[src/rtl/fe_timestamp_sequencer.sv]
// rtl/fe_timestamp_sequencer.sv - trace front-end event to FIFO-entry sequencer with timestamps and drop counting
//
// Ports:
//   trace_clk, reset          clock and synchronous active-high reset
//   I_arm                     capture enable (level); rising edge restarts ts and clears drop stats
//   I_event, I_data_cmd       front-end event strobe and the command it logs
//   I_max_short_timestamp     largest ts that fits in a short (single) entry
//   I_fifo_full               downstream FIFO cannot take a write this cycle
//   O_fifo_wr/command/time    registered FIFO write strobe and entry contents
//   O_busy                    second half of a TIME+event pair is pending
//   O_dropped, O_drop_count   sticky drop flag and saturating drop counter

`ifndef FE_FIFO_CMD_DATA
`define FE_FIFO_CMD_DATA 2'b01
`endif
`ifndef FE_FIFO_CMD_STAT
`define FE_FIFO_CMD_STAT 2'b10
`endif
`ifndef FE_FIFO_CMD_TIME
`define FE_FIFO_CMD_TIME 2'b11
`endif

module fe_timestamp_sequencer #(
    parameter int pTIMESTAMP_FULL_WIDTH = 16,
    parameter int pDROP_COUNT_WIDTH     = 16
) (
    input  logic                             trace_clk,
    input  logic                             reset,
    input  logic                             I_arm,
    input  logic                             I_event,
    input  logic [1:0]                       I_data_cmd,
    input  logic [15:0]                      I_max_short_timestamp,
    input  logic                             I_fifo_full,
    output logic                             O_fifo_wr,
    output logic [1:0]                       O_fifo_command,
    output logic [pTIMESTAMP_FULL_WIDTH-1:0] O_fifo_time,
    output logic                             O_busy,
    output logic                             O_dropped,
    output logic [pDROP_COUNT_WIDTH-1:0]     O_drop_count
);

    localparam logic [pTIMESTAMP_FULL_WIDTH-1:0] TS_ONES  = '1;
    localparam logic [pTIMESTAMP_FULL_WIDTH-1:0] TS_ONE   = pTIMESTAMP_FULL_WIDTH'(1);
    localparam logic [pDROP_COUNT_WIDTH-1:0]     CNT_ONES = '1;

    typedef enum logic {
        ST_IDLE = 1'b0,
        ST_LONG = 1'b1
    } state_t;

    state_t                             r_state, w_state_nxt;
    logic                               r_arm;
    logic [pTIMESTAMP_FULL_WIDTH-1:0]   r_ts, w_ts_nxt, w_ts_inc;
    logic [1:0]                         r_cmd_lat, w_cmd_lat_nxt;
    logic                               r_wr, w_wr_nxt;
    logic [1:0]                         r_cmd, w_cmd_nxt;
    logic [pTIMESTAMP_FULL_WIDTH-1:0]   r_time, w_time_nxt;
    logic                               r_dropped;
    logic [pDROP_COUNT_WIDTH-1:0]       r_drop_count;
    logic                               w_drop;
    logic                               w_clear;
    logic                               w_is_short;

    assign w_ts_inc   = (r_ts == TS_ONES) ? r_ts : r_ts + TS_ONE;
    assign w_is_short = 32'(r_ts) <= 32'(I_max_short_timestamp);

    always_comb begin
        w_state_nxt   = r_state;
        w_ts_nxt      = r_ts;
        w_cmd_lat_nxt = r_cmd_lat;
        w_wr_nxt      = 1'b0;
        w_cmd_nxt     = 2'b00;
        w_time_nxt    = '0;
        w_drop        = 1'b0;
        w_clear       = 1'b0;

        if (!I_arm) begin
            // Disarming abandons any half-written TIME+event pair.
            w_state_nxt = ST_IDLE;
        end else if (!r_arm) begin
            // First armed cycle only restarts the timebase; ts is not yet meaningful for an event.
            w_ts_nxt = '0;
            w_clear  = 1'b1;
        end else begin
            case (r_state)
                ST_IDLE: begin
                    if (I_event) begin
                        if (I_fifo_full) begin
                            w_drop   = 1'b1;
                            w_ts_nxt = w_ts_inc;
                        end else if (w_is_short) begin
                            w_wr_nxt   = 1'b1;
                            w_cmd_nxt  = I_data_cmd;
                            w_time_nxt = r_ts;
                            w_ts_nxt   = TS_ONE;
                        end else begin
                            w_wr_nxt      = 1'b1;
                            w_cmd_nxt     = `FE_FIFO_CMD_TIME;
                            w_time_nxt    = r_ts;
                            w_ts_nxt      = TS_ONE;
                            w_cmd_lat_nxt = I_data_cmd;
                            w_state_nxt   = ST_LONG;
                        end
                    end else if (!I_fifo_full && r_ts == TS_ONES) begin
                        // Saturated timebase: emit a marker so the reader can keep absolute time.
                        w_wr_nxt   = 1'b1;
                        w_cmd_nxt  = `FE_FIFO_CMD_TIME;
                        w_time_nxt = r_ts;
                        w_ts_nxt   = TS_ONE;
                    end else begin
                        w_ts_nxt = w_ts_inc;
                    end
                end
                ST_LONG: begin
                    // The front end keeps FIFO headroom for this entry, so fullness is not consulted.
                    w_wr_nxt    = 1'b1;
                    w_cmd_nxt   = r_cmd_lat;
                    w_time_nxt  = '0;
                    w_ts_nxt    = TS_ONE;
                    w_state_nxt = ST_IDLE;
                    w_drop      = I_event;
                end
                default: w_state_nxt = ST_IDLE;
            endcase
        end
    end

    always_ff @(posedge trace_clk) begin
        if (reset) begin
            r_state      <= ST_IDLE;
            r_arm        <= 1'b0;
            r_ts         <= '0;
            r_cmd_lat    <= 2'b00;
            r_wr         <= 1'b0;
            r_cmd        <= 2'b00;
            r_time       <= '0;
            r_dropped    <= 1'b0;
            r_drop_count <= '0;
        end else begin
            r_state   <= w_state_nxt;
            r_arm     <= I_arm;
            r_ts      <= w_ts_nxt;
            r_cmd_lat <= w_cmd_lat_nxt;
            r_wr      <= w_wr_nxt;
            r_cmd     <= w_cmd_nxt;
            r_time    <= w_time_nxt;
            if (w_clear) begin
                r_dropped    <= 1'b0;
                r_drop_count <= '0;
            end else if (w_drop) begin
                r_dropped <= 1'b1;
                if (r_drop_count != CNT_ONES) begin
                    r_drop_count <= r_drop_count + 1'b1;
                end
            end
        end
    end

    assign O_fifo_wr      = r_wr;
    assign O_fifo_command = r_cmd;
    assign O_fifo_time    = r_time;
    assign O_busy         = (r_state == ST_LONG);
    assign O_dropped      = r_dropped;
    assign O_drop_count   = r_drop_count;

endmodule

[config.mk]
export PLATFORM = sky130hd
export DESIGN_NAME = fe_timestamp_sequencer
export DESIGN_NICKNAME = d
export VERILOG_FILES = /design/src/rtl/fe_timestamp_sequencer.sv
export SDC_FILE = /design/constraint.sdc
export NUM_CORES = 1
export LEC_CHECK = 0
export CAP_MARGIN = 20
export CELL_PAD_IN_SITES_DETAIL_PLACEMENT = 0
export CELL_PAD_IN_SITES_GLOBAL_PLACEMENT = 1
export CORE_UTILIZATION = 34
export DETAILED_ROUTE_END_ITERATION = 6
export PLACE_DENSITY_LB_ADDON = 0.1
export SYNTH_ARGS = -nofsm -noshare
export SYNTH_HDL_FRONTEND = slang
export SYNTH_SLANG_ARGS = --single-unit
[constraint.sdc]
create_clock -name trace_clk -period 2.1 [get_ports trace_clk]
set_input_delay 0.315 -clock trace_clk [delete_from_list [all_inputs] [get_ports trace_clk]]
set_output_delay 0.315 -clock trace_clk [all_outputs]
set_load 0.05 [all_outputs]
### Word-level counts from Yosys, hierarchy flattened

Cells that the tools add are included.

| word-level totals | value |
|---|---|
| memory bits (writable) | 0 |
| bits in registers | 56 |
| latch bits | 0 |
| memories kept | 0 |
| memory bits (read-only) | 0 |

| operators by class | value |
|---|---|
| reduce and logical (&&, ||, !) cells | 7 |
| bitwise logic cells | 5 |
| divide/modulo/power cells | 0 |
| muxes and demuxes | 30 |
| equal/unequal tests | 2 |
| add/sub/neg operators | 2 |
| shift operators | 0 |
| multiply operators | 0 |
| magnitude comparators | 1 |

Operators with widths:

| cell | number |
|---|---|
| $mux 16 | 8 |
| $pmux 16 s2 | 2 |
| $add 16x1->16 const B | 2 |
| $eq 16x16->1 const B | 1 |
| $le 16x16->1 | 1 |
| $ne 16x16->1 const B | 1 |
| $mux 1 | 12 |
| $mux 2 | 4 |
| $pmux 1 s2 | 3 |
| $reduce_and 6->1 | 1 |
| $not 1->1 | 5 |
| $pmux 2 s2 | 1 |
| $reduce_or 2->1 | 2 |
| $reduce_or 3->1 | 1 |
| $reduce_and 2->1 | 1 |
| $logic_and 1x1->1 | 1 |
| $logic_not 1->1 | 1 |

### Logic depth before layout (Yosys ltp)

Gate-level depths: netlist (run 1).

| depth | value |
|---|---|
| word-level depth | 6 |
| mapped depth | 8 |

### Worst setup path after synthesis (run 1)

OpenSTA, ideal clock, no wires.

| path | value |
|---|---|
| kind | flip-flop to flip-flop |
| start | reg r_ts[14] |
| end | reg r_cmd[0], in the netlist O_fifo_command[0] |
| arrival time | 2.048 ns |
| period minus slack after synthesis | 2.181 ns |
| setup time | 0.133 ns |
| buffers on the path | 0 |
| cell stages (with the launch flop) | 8 |
| slack | -0.081 ns |
| path through | dfxtp_1 ha_1 nand4_1 or4_1 or2_1 o31a_2 a311oi_2 a221oi_1 |

| between the ends | value |
|---|---|
| longest elaborated chain between the ends | 5 |
| elaborated cells between the ends (all ways) | 8 |

Ends and longest elaborated chain:

| item | line | source |
|---|---|---|
| start, declared | 53 | `logic [pTIMESTAMP_FULL_WIDTH-1:0] r_ts, w_ts_nxt, w_ts_inc;` |
| start signal, assigned | 142 | `r_ts <= w_ts_nxt;` |
| $le 16x16->1 or $eq 16x16->1 (tied branches) | 65, 104 |  |
| $mux 2 or $logic_and 1x1->1 (tied branches) | 91, 104 |  |
| $mux 2, on equally long branches | 88, 104 |  |
| $mux 2 * | 87 | `if (I_event) begin` |
| $pmux 2 s2 * | 85 | `case (r_state)` |
| end signal, assigned | 145 | `r_cmd <= w_cmd_nxt;` |
| end, declared | 56 | `logic [1:0] r_cmd, w_cmd_nxt;` |

Mark *: on every way between the ends. The rest lies on a longest branch, timed or not.
A chain may end at the register's enable or synchronous reset.

### Worst setup path after layout (run 1)

| path | value |
|---|---|
| start | in I_max_short_timestamp[7] |
| end | reg r_cmd[0], in the netlist O_fifo_command[0] |

| between the ends | value |
|---|---|
| longest elaborated chain between the ends | 5 |

Ends and longest elaborated chain:

| item | line | source |
|---|---|---|
| start, declared | 32 | `input logic [15:0] I_max_short_timestamp,` |
| $le 16x16->1 | 65 | `assign w_is_short = 32'(r_ts) <= 32'(I_max_short_timestamp);` |
| $mux 2 | 91 | `end else if (w_is_short) begin` |
| $mux 2 | 88 | `if (I_fifo_full) begin` |
| $mux 2 | 87 |  |
| $pmux 2 s2 | 85 |  |

Every way passes these cells.

==> results.md, run 1 <==
- Wire per inst: 13.4 um
- Root Buffer: clkbuf_8
- H-Tree Depth: 2
- Overall Global Routing Usage: 17.4%
- DR WL met2: 3.20 mm
- R2R cell count: 7
- Vias: 2,655
- Final Hold Slack: 0.463 ns
- Critical Path Source Type: input pin
- Worst EP required: 2.29 ns
- CTS buffer count: 5
- Post-CTS Hold Buffers: 0
- F_max: 0.456 GHz
- Final Hold Vio Count: 0
- Worst-Margin Slew: 0.499 ns
- Post-route ant nets: 0
- Synthesized area: 2790 um^2
- WL met1: 3.49 mm
- Area contributors post-synth: dfxtp_1 40%, ha_1 8.1%, a21oi_1 4.5%
- Top FF cell, synth: dfxtp_1
- Post-DP HPWL: 5.46 mm
- Core ar.: 7850 um^2
- Mapped Nets: 370
- Top layer in use: met4
- Fin. max-slew vios: 0
- Final antenna diode count: 0
- Share of post-route cells with drive strength above 1: 21.4%
- Initial antenna violation count: 0
- Failing checks: negative setup slack
- Setup_tns: -0.264 ns
- Largest net degree at the start of global routing: 23
- Crit end category: register
- GR Overflow Total: 0
- Starting density of the core: 35.6%
- Status: finished with violations
- Syn_area_per_cell: 8.48 um^2
- Pre-antenna DRT Iters: 4
- Max-slew headroom: 66.6%
- Pleak: 1.61 nW
- Yosys top cell by area: dfxtp_1
- Share of the synthesized area in the top cell type: 40.2%
- Drt drc: 0
- Clk sink count: 56
- First-pass GRT wire length: 11.9 mm
- Peak supply drop: 0.000441 V
- Skew final: 0.00773 ns
- Tmin final: 2.19 ns
- Rows: 32
- Die Y: 92.6 um
- Longest Clk Path Bufs: 2
- CP max FO: 2
- WS Path Type: in2reg
- CTS tree: done
- Vias in the first global route: 2,548
- Nets: 469
- Ports: 60
- Period Utilization, post-route: 105%
- RR Endpoint: O_fifo_command[0]$_SDFF_PP0_
- DRT iter0 DRCs: 140
- Number of synthesized flops with an enable pin: 0
- Worst Setup SP: I_max_short_timestamp[7]
- Power Density: 482 nW/um^2
- Metal3 WL: 320 um
- FFs w/ async S/R, synth: 0%
- PortBufs: 59
- Max_cap viols: 0
- Post-synthesis sequential area ratio: 40.2%
- WL final: 7.12 mm
- Setup slack at placement: -0.603 ns
- Die area: 8580 um^2
- Worst EP arrival: 2.39 ns
- Internal reg-to-reg setup slack: -0.09 ns
- Yosys warns: 0
- HP Start: O_dropped$_SDFFE_PP0P_
- Worst hold-check path type: reg2reg
- Mapped Cells: 329
- Core Util, Final: 52.1%
- Worst Setup EP: O_fifo_command[0]$_SDFF_PP0_
- Clk pin slew, worst setup/hold paths: 0.10 ns
- Die W: 92.6 um
- Area growth syn-to-layout: 46.4%
- Via-to-Cell Ratio: 5.00
- Final Worst Setup Slack: -0.0948 ns
- R2R Path Start: r_ts[9]$_SDFFE_PP0P_
- Synth Register Bits: 56
- RSZ-0062 raised after global routing: yes
- Clk_lat worst skew: 0.31 ns
- Final setup vio count: 5
- Gpl congestion: 0.791
- Unique masters post-synth: 52
## power breakdown
group	internal, mW	switching, mW
Combinational	0.0771	0.0763
Clock	0.391	0.359
Sequential	1.06	0.00193
## worst min path at each step
| stage | to | depth (start not counted) |
|---|---|---|
| floorplan | r_cmd_lat[0]$_SDFFE_PP0P_ | 1 |
| global placement | O_dropped$_SDFFE_PP0P_ | 2 |
| detailed placement | r_cmd_lat[0]$_SDFFE_PP0P_ | 2 |
| CTS | r_cmd_lat[0]$_SDFFE_PP0P_ | 2 |
| global route | O_dropped$_SDFFE_PP0P_ | 2 |
| finish | O_dropped$_SDFFE_PP0P_ | 2 |
## kinds of logic after synthesis
group | after synthesis | synth area share (%)
adder cells (fa/ha/maj) | 18 | 8.07
flip-flops | 56 | 40.2
AO/OA/AOI/OAI | 73 | 17.8
AND/OR/NAND/NOR | 129 | 23.7
XOR/XNOR | 14 | 4.39
buffers and inverters | 38 | 5.60
multiplexers | 1 | 0.359
## cells in the mapped netlist (all sizes together) (2+ instances only)
library cell / count
xnor2: 7
dfxtp: 56
and2: 20
or3: 2
inv: 28
nor4: 2
a22o: 2
ha: 18
nand3: 14
o211ai: 2
nand2: 24
buf: 5
a31oi: 7
nor3: 7
a21oi: 25
o21ai: 12
a21o: 3
or2: 2
nor2: 29
xor2: 7
a221oi: 2
a41oi: 2
o31ai: 3
and3: 10
a211o: 2
clkbuf: 5
nand4: 14
## area by class of cell
cell class              count  area, um^2
multi-input cells         235        1670
clock buffers               6        82.6
fillers                   784        3760
repair buffers            102         928
flip-flops and latches     56        1130
inverters                  28         105
clock inverters             2        38.8
well taps                 102         128
## state kept, by name, summed over array words and instances (netlist names)
register / flops
r_ts: 16
O_fifo_command: 2
O_drop_count: 16
r_cmd_lat: 2
O_fifo_wr: 1
r_arm: 1
O_fifo_time: 16
O_dropped: 1
O_busy: 1
## cell usage in the layout (no fill, tap or decap), drive strengths merged, types with 2 or more instances in the layout
cell           synthesis  routed
a211o                  2       2
a21o                   3       3
a21oi                 25      25
a221oi                 2       2
a22o                   2       2
a31oi                  7       7
a41oi                  2       2
and2                  20      20
and3                  10      10
buf                    5      43
clkbuf                 5       6
clkdlybuf4s50          0      48
dfxtp                 56      56
dlygate4sd2            0      10
ha                    18      18
inv                   28      28
nand2                 24      24
nand3                 14      14
nand4                 14      14
nor2                  29      29
nor3                   7       7
nor4                   2       2
o211ai                 2       2
o21ai                 12      12
o31ai                  3       3
or2                    2       2
or3                    2       2
xnor2                  7       7
xor2                   7       7
## metrics by stage
stage / cell area (um^2) / power [mW] / cells
2_1_floorplan: 2800 / 1.15 / 329
3_3_place_gp: 3780 / 1.24 / 519
3_5_place_dp: 3780 / 1.24 / 519
4_1_cts: 4010 / 1.99 / 530
5_1_grt: 4090 / 2.05 / 531
6_report: 4090 / 1.97 / 531
## critical path: stages
cell and delay, ns:
clkdlybuf4s50_1 0.47, inv_2 0.04, ha_4 0.26, nand2_2 0.04, or4_4 0.49, or2_1 0.26, o31a_2 0.15, a311oi_4 0.25
a221oi_2 0.11
## what timing repair did
action	CTS	global route
gates resized for setup	29	13
pin swaps	20	9
setup buffers	3	1
endpoints found under the setup margin	5	8
## routing by layer
| layer | vias up | track usage [%] |
|---|---|---|
| li1 | 1369 | - |
| met1 | 1216 | 24.2 |
| met2 | 63 | 28.1 |
| met3 | 7 | 2.46 |
| met4 | 0 | 4.87 |
| met5 | - | 0 |
No activity file was read; power rests on OpenSTA's default activity.
==> run 2, diff against run 1 <==
HOLD_SLACK_MARGIN = 0.06   (was default)
==> results of run 2 <==
No change in the layout: final DEF, timing and power equal those of run 1.
==> run 3, diff against run 2 <==
CORE_UTILIZATION = 35   (was 34)
CTS_BUF_LIST = sky130_fd_sc_hd__clkbuf_8   (was default)
==> run 3 against run 2 <==
The flow still finishes with violations (negative setup slack); sequential power about the same; final cell count rose by 0.19%; register-to-register slack better by 0.03 ns; combinational power about the same; critical endpoint is now O_fifo_command[1]$_SDFF_PP0_; largest power group unchanged; highest routed layer unchanged.
==> results.md, run 3 (synthesis gave the netlist of run 1 again) <==
- Final Hold Vio Count: 0 (unchanged)
- Tmin final: 2.16 ns (was 2.19 ns)
- Starting density of the core: 36.1% (was 35.6%)
- Root Buffer: clkbuf_8 (unchanged)
- Combinational share of power: 8.4% (was 7.8%)
- Wire per inst: 13.4 um (about the same)
- H-Tree Depth: 2 (unchanged)
- Die Y: 91.3 um (was 92.6 um)
- Post-DP HPWL: 5.33 mm (was 5.46 mm)
- Int Pwr: 1.40 mW (was 1.53 mW)
- R2R Path Start: r_ts[11]$_SDFFE_PP0P_ (was r_ts[9]$_SDFFE_PP0P_)
- Worst Setup SP: r_ts[11]$_SDFFE_PP0P_ (was I_max_short_timestamp[7])
- Pre-antenna DRT Iters: 4 (unchanged)
- Clk sink count: 56 (unchanged)
- Skew final: 0.00862 ns (was 0.00773 ns)
- HP Start: O_dropped$_SDFFE_PP0P_ (unchanged)
- Setup_tns: -0.148 ns (was -0.264 ns)
- Drt drc: 0 (unchanged)
- Final antenna diode count: 0 (unchanged)
- Via-to-Cell Ratio: 4.97 (was 5.00)
- Worst EP arrival: 2.36 ns (was 2.39 ns)
- Final Worst Setup Slack: -0.0619 ns (was -0.0948 ns)
- CTS buffer count: 5 (unchanged)
- Overall Global Routing Usage: 18.4% (was 17.4%)
- PortBufs: 59 (unchanged)
- RR Endpoint: O_fifo_command[1]$_SDFF_PP0_ (was O_fifo_command[0]$_SDFF_PP0_)
- Most common cell after layout, fill and taps aside: clkdlybuf4s50_1 (unchanged)
- Die W: 91.3 um (was 92.6 um)
- RSZ-0062 raised after global routing: yes (unchanged)
- DRT iter0 DRCs: 208 (was 140)
- WL final: 7.12 mm (about the same)
- Worst EP required: 2.29 ns (about the same)
- Fillers: 741 (was 784)
- Rows: 32 (unchanged)
- Leading cell types in the layout, fill and taps excluded: 47 x clkdlybuf4s50_1, 45 x dfxtp_1, 42 x buf_4 (was 48 x clkdlybuf4s50_1, 47 x dfxtp_1, 41 x buf_4)
- Clock power frac: 33.3% (was 38.1%)
- Failing checks: negative setup slack (unchanged)
- Nets: 470 (was 469)
- Die area: 8340 um^2 (was 8580 um^2)
- Pleak: 1.60 nW (was 1.61 nW)
- Area growth syn-to-layout: 47.3% (was 46.4%)
- Initial antenna violation count: 0 (unchanged)
- Worst hold-check path type: reg2reg (unchanged)
- Clk_lat worst skew: 0.31 ns (about the same)
- Peak supply drop: 0.000359 V (was 0.000441 V)
- CTS tree: done (unchanged)
- Vias in the first global route: 2,460 (was 2,548)
- Status: finished with violations (unchanged)
- Post-CTS Hold Buffers: 0 (unchanged)
- Largest net degree at the start of global routing: 23 (unchanged)
- WS Path Type: reg2reg (was in2reg)
- GR Overflow Total: 0 (unchanged)
- DP Cell Count: 519 (unchanged)
- Share of post-route cells with drive strength above 1: 22.6% (was 21.4%)
- Max_cap viols: 0 (unchanged)
- Worst-Margin Slew: 0.512 ns (was 0.499 ns)
- Power Density: 445 nW/um^2 (was 482 nW/um^2)
- CP max FO: 2 (unchanged)
- Overall Power: 1.83 mW (was 1.97 mW)
- Core ar.: 7730 um^2 (was 7850 um^2)
- Ports: 60 (unchanged)
- Vias: 2,646 (was 2,655)
- Hold depth: 2 (unchanged)
- Final setup vio count: 3 (was 5)
- R2R cell count: 7 (unchanged)
- First-pass GRT wire length: 12.3 mm (was 11.9 mm)
- Post-route ant nets: 0 (unchanged)
- Fin. max-slew vios: 0 (unchanged)
- Clk pin slew, worst setup/hold paths: 0.10 ns (about the same)
- Crit end category: register (unchanged)
- Critical Path Source Type: register (was input pin)
- Net switching power: 0.427 mW (was 0.438 mW)
- Register share of total power: 58.2% (was 54.1%)
- Gpl congestion: 0.852 (was 0.791)
- Worst Hold End: O_dropped$_SDFFE_PP0P_ (unchanged)
- Internal reg-to-reg setup slack: -0.06 ns (was -0.09 ns)
- Period Utilization, post-route: 103% (was 105%)
- Longest Clk Path Bufs: 2 (unchanged)
- F_max: 0.463 GHz (was 0.456 GHz)
- Final non-filler cell total: 532 (was 531)
- Max-slew headroom: 65.7% (was 66.6%)
- Sw Ratio: 23.3% (was 22.2%)
[run 3: final cells by class]
class                           count  area (um^2)  share of cell area (%)
Multi-Input combinational cell    235         1720                    41.8
Sequential cell                    56         1140                    27.7
Timing Repair Buffer              103          931                    22.6
Tap cell                          102          128                    3.10
Inverter                           28          105                    2.56
Clock buffer                        6         82.6                    2.01
Clock inverter                      2         11.3                   0.274
[run 3: through the flow]
stage	utilization (%)	area, um^2	hold slack (ns)	setup WS [ns]
finish	53.2	4110	0.454	-0.0619
global placement	48.9	3780	0.438	-0.512
global route	53.2	4110	0.494	-0.124
floorplan	-	2800	0.384	0.00242
detailed placement	48.9	3780	0.443	-0.550
CTS	51.5	3980	0.461	-0.0817
[run 3: power groups by stage]
stage / Sequential, mW / Combinational [mW] / Clock [mW]
after global routing: 1.07 / 0.174 / 0.690
final: 1.07 / 0.155 / 0.610
after CTS: 1.07 / 0.148 / 0.633
after global placement: 1.09 / 0.145 / 0
after floorplan: 1.09 / 0.0580 / 0
after detailed placement: 1.09 / 0.146 / 0
[run 3: repair_timing]
| action | in CTS | in global routing |
|---|---|---|
| pin swaps | 20 | 16 |
| buffers inserted | 3 | 2 |
| gates resized for setup | 29 | 21 |
| cloned | 0 | 0 |
| hold endpoints to repair | 0 | 0 |
| setup endpoints to repair | 5 | 11 |
[run 3: worst max-delay path: stages (launching register included)]
cell	delay, ns
dfxtp_4	0.38
ha_4	0.26
nand4_1	0.11
or4_4	0.57
or2_4	0.25
o31a_4	0.12
a311oi_4	0.25
a221oi_2	0.11
[run 3: worst max path at each step]
stage,to,slack [ns],cells past startpoint
floorplan,O_drop_count[3]$_SDFFE_PP0P_,0.002,6
global placement,O_fifo_command[1]$_SDFF_PP0_,-0.51,9
detailed placement,O_fifo_command[1]$_SDFF_PP0_,-0.55,9
CTS,O_fifo_command[1]$_SDFF_PP0_,-0.08,7
global route,O_fifo_command[1]$_SDFF_PP0_,-0.12,7
finish,O_fifo_command[1]$_SDFF_PP0_,-0.06,7
[run 3: metal layers]
| layer | up-vias | wire length (um) | global-route usage [%] |
|---|---|---|---|
| li1 | 1360 | - | - |
| met1 | 1202 | 3740 | 27.6 |
| met2 | 78 | 3020 | 28.0 |
| met3 | 6 | 302 | 2.85 |
| met4 | 0 | 61 | 3.17 |
| met5 | - | 0 | 0 |
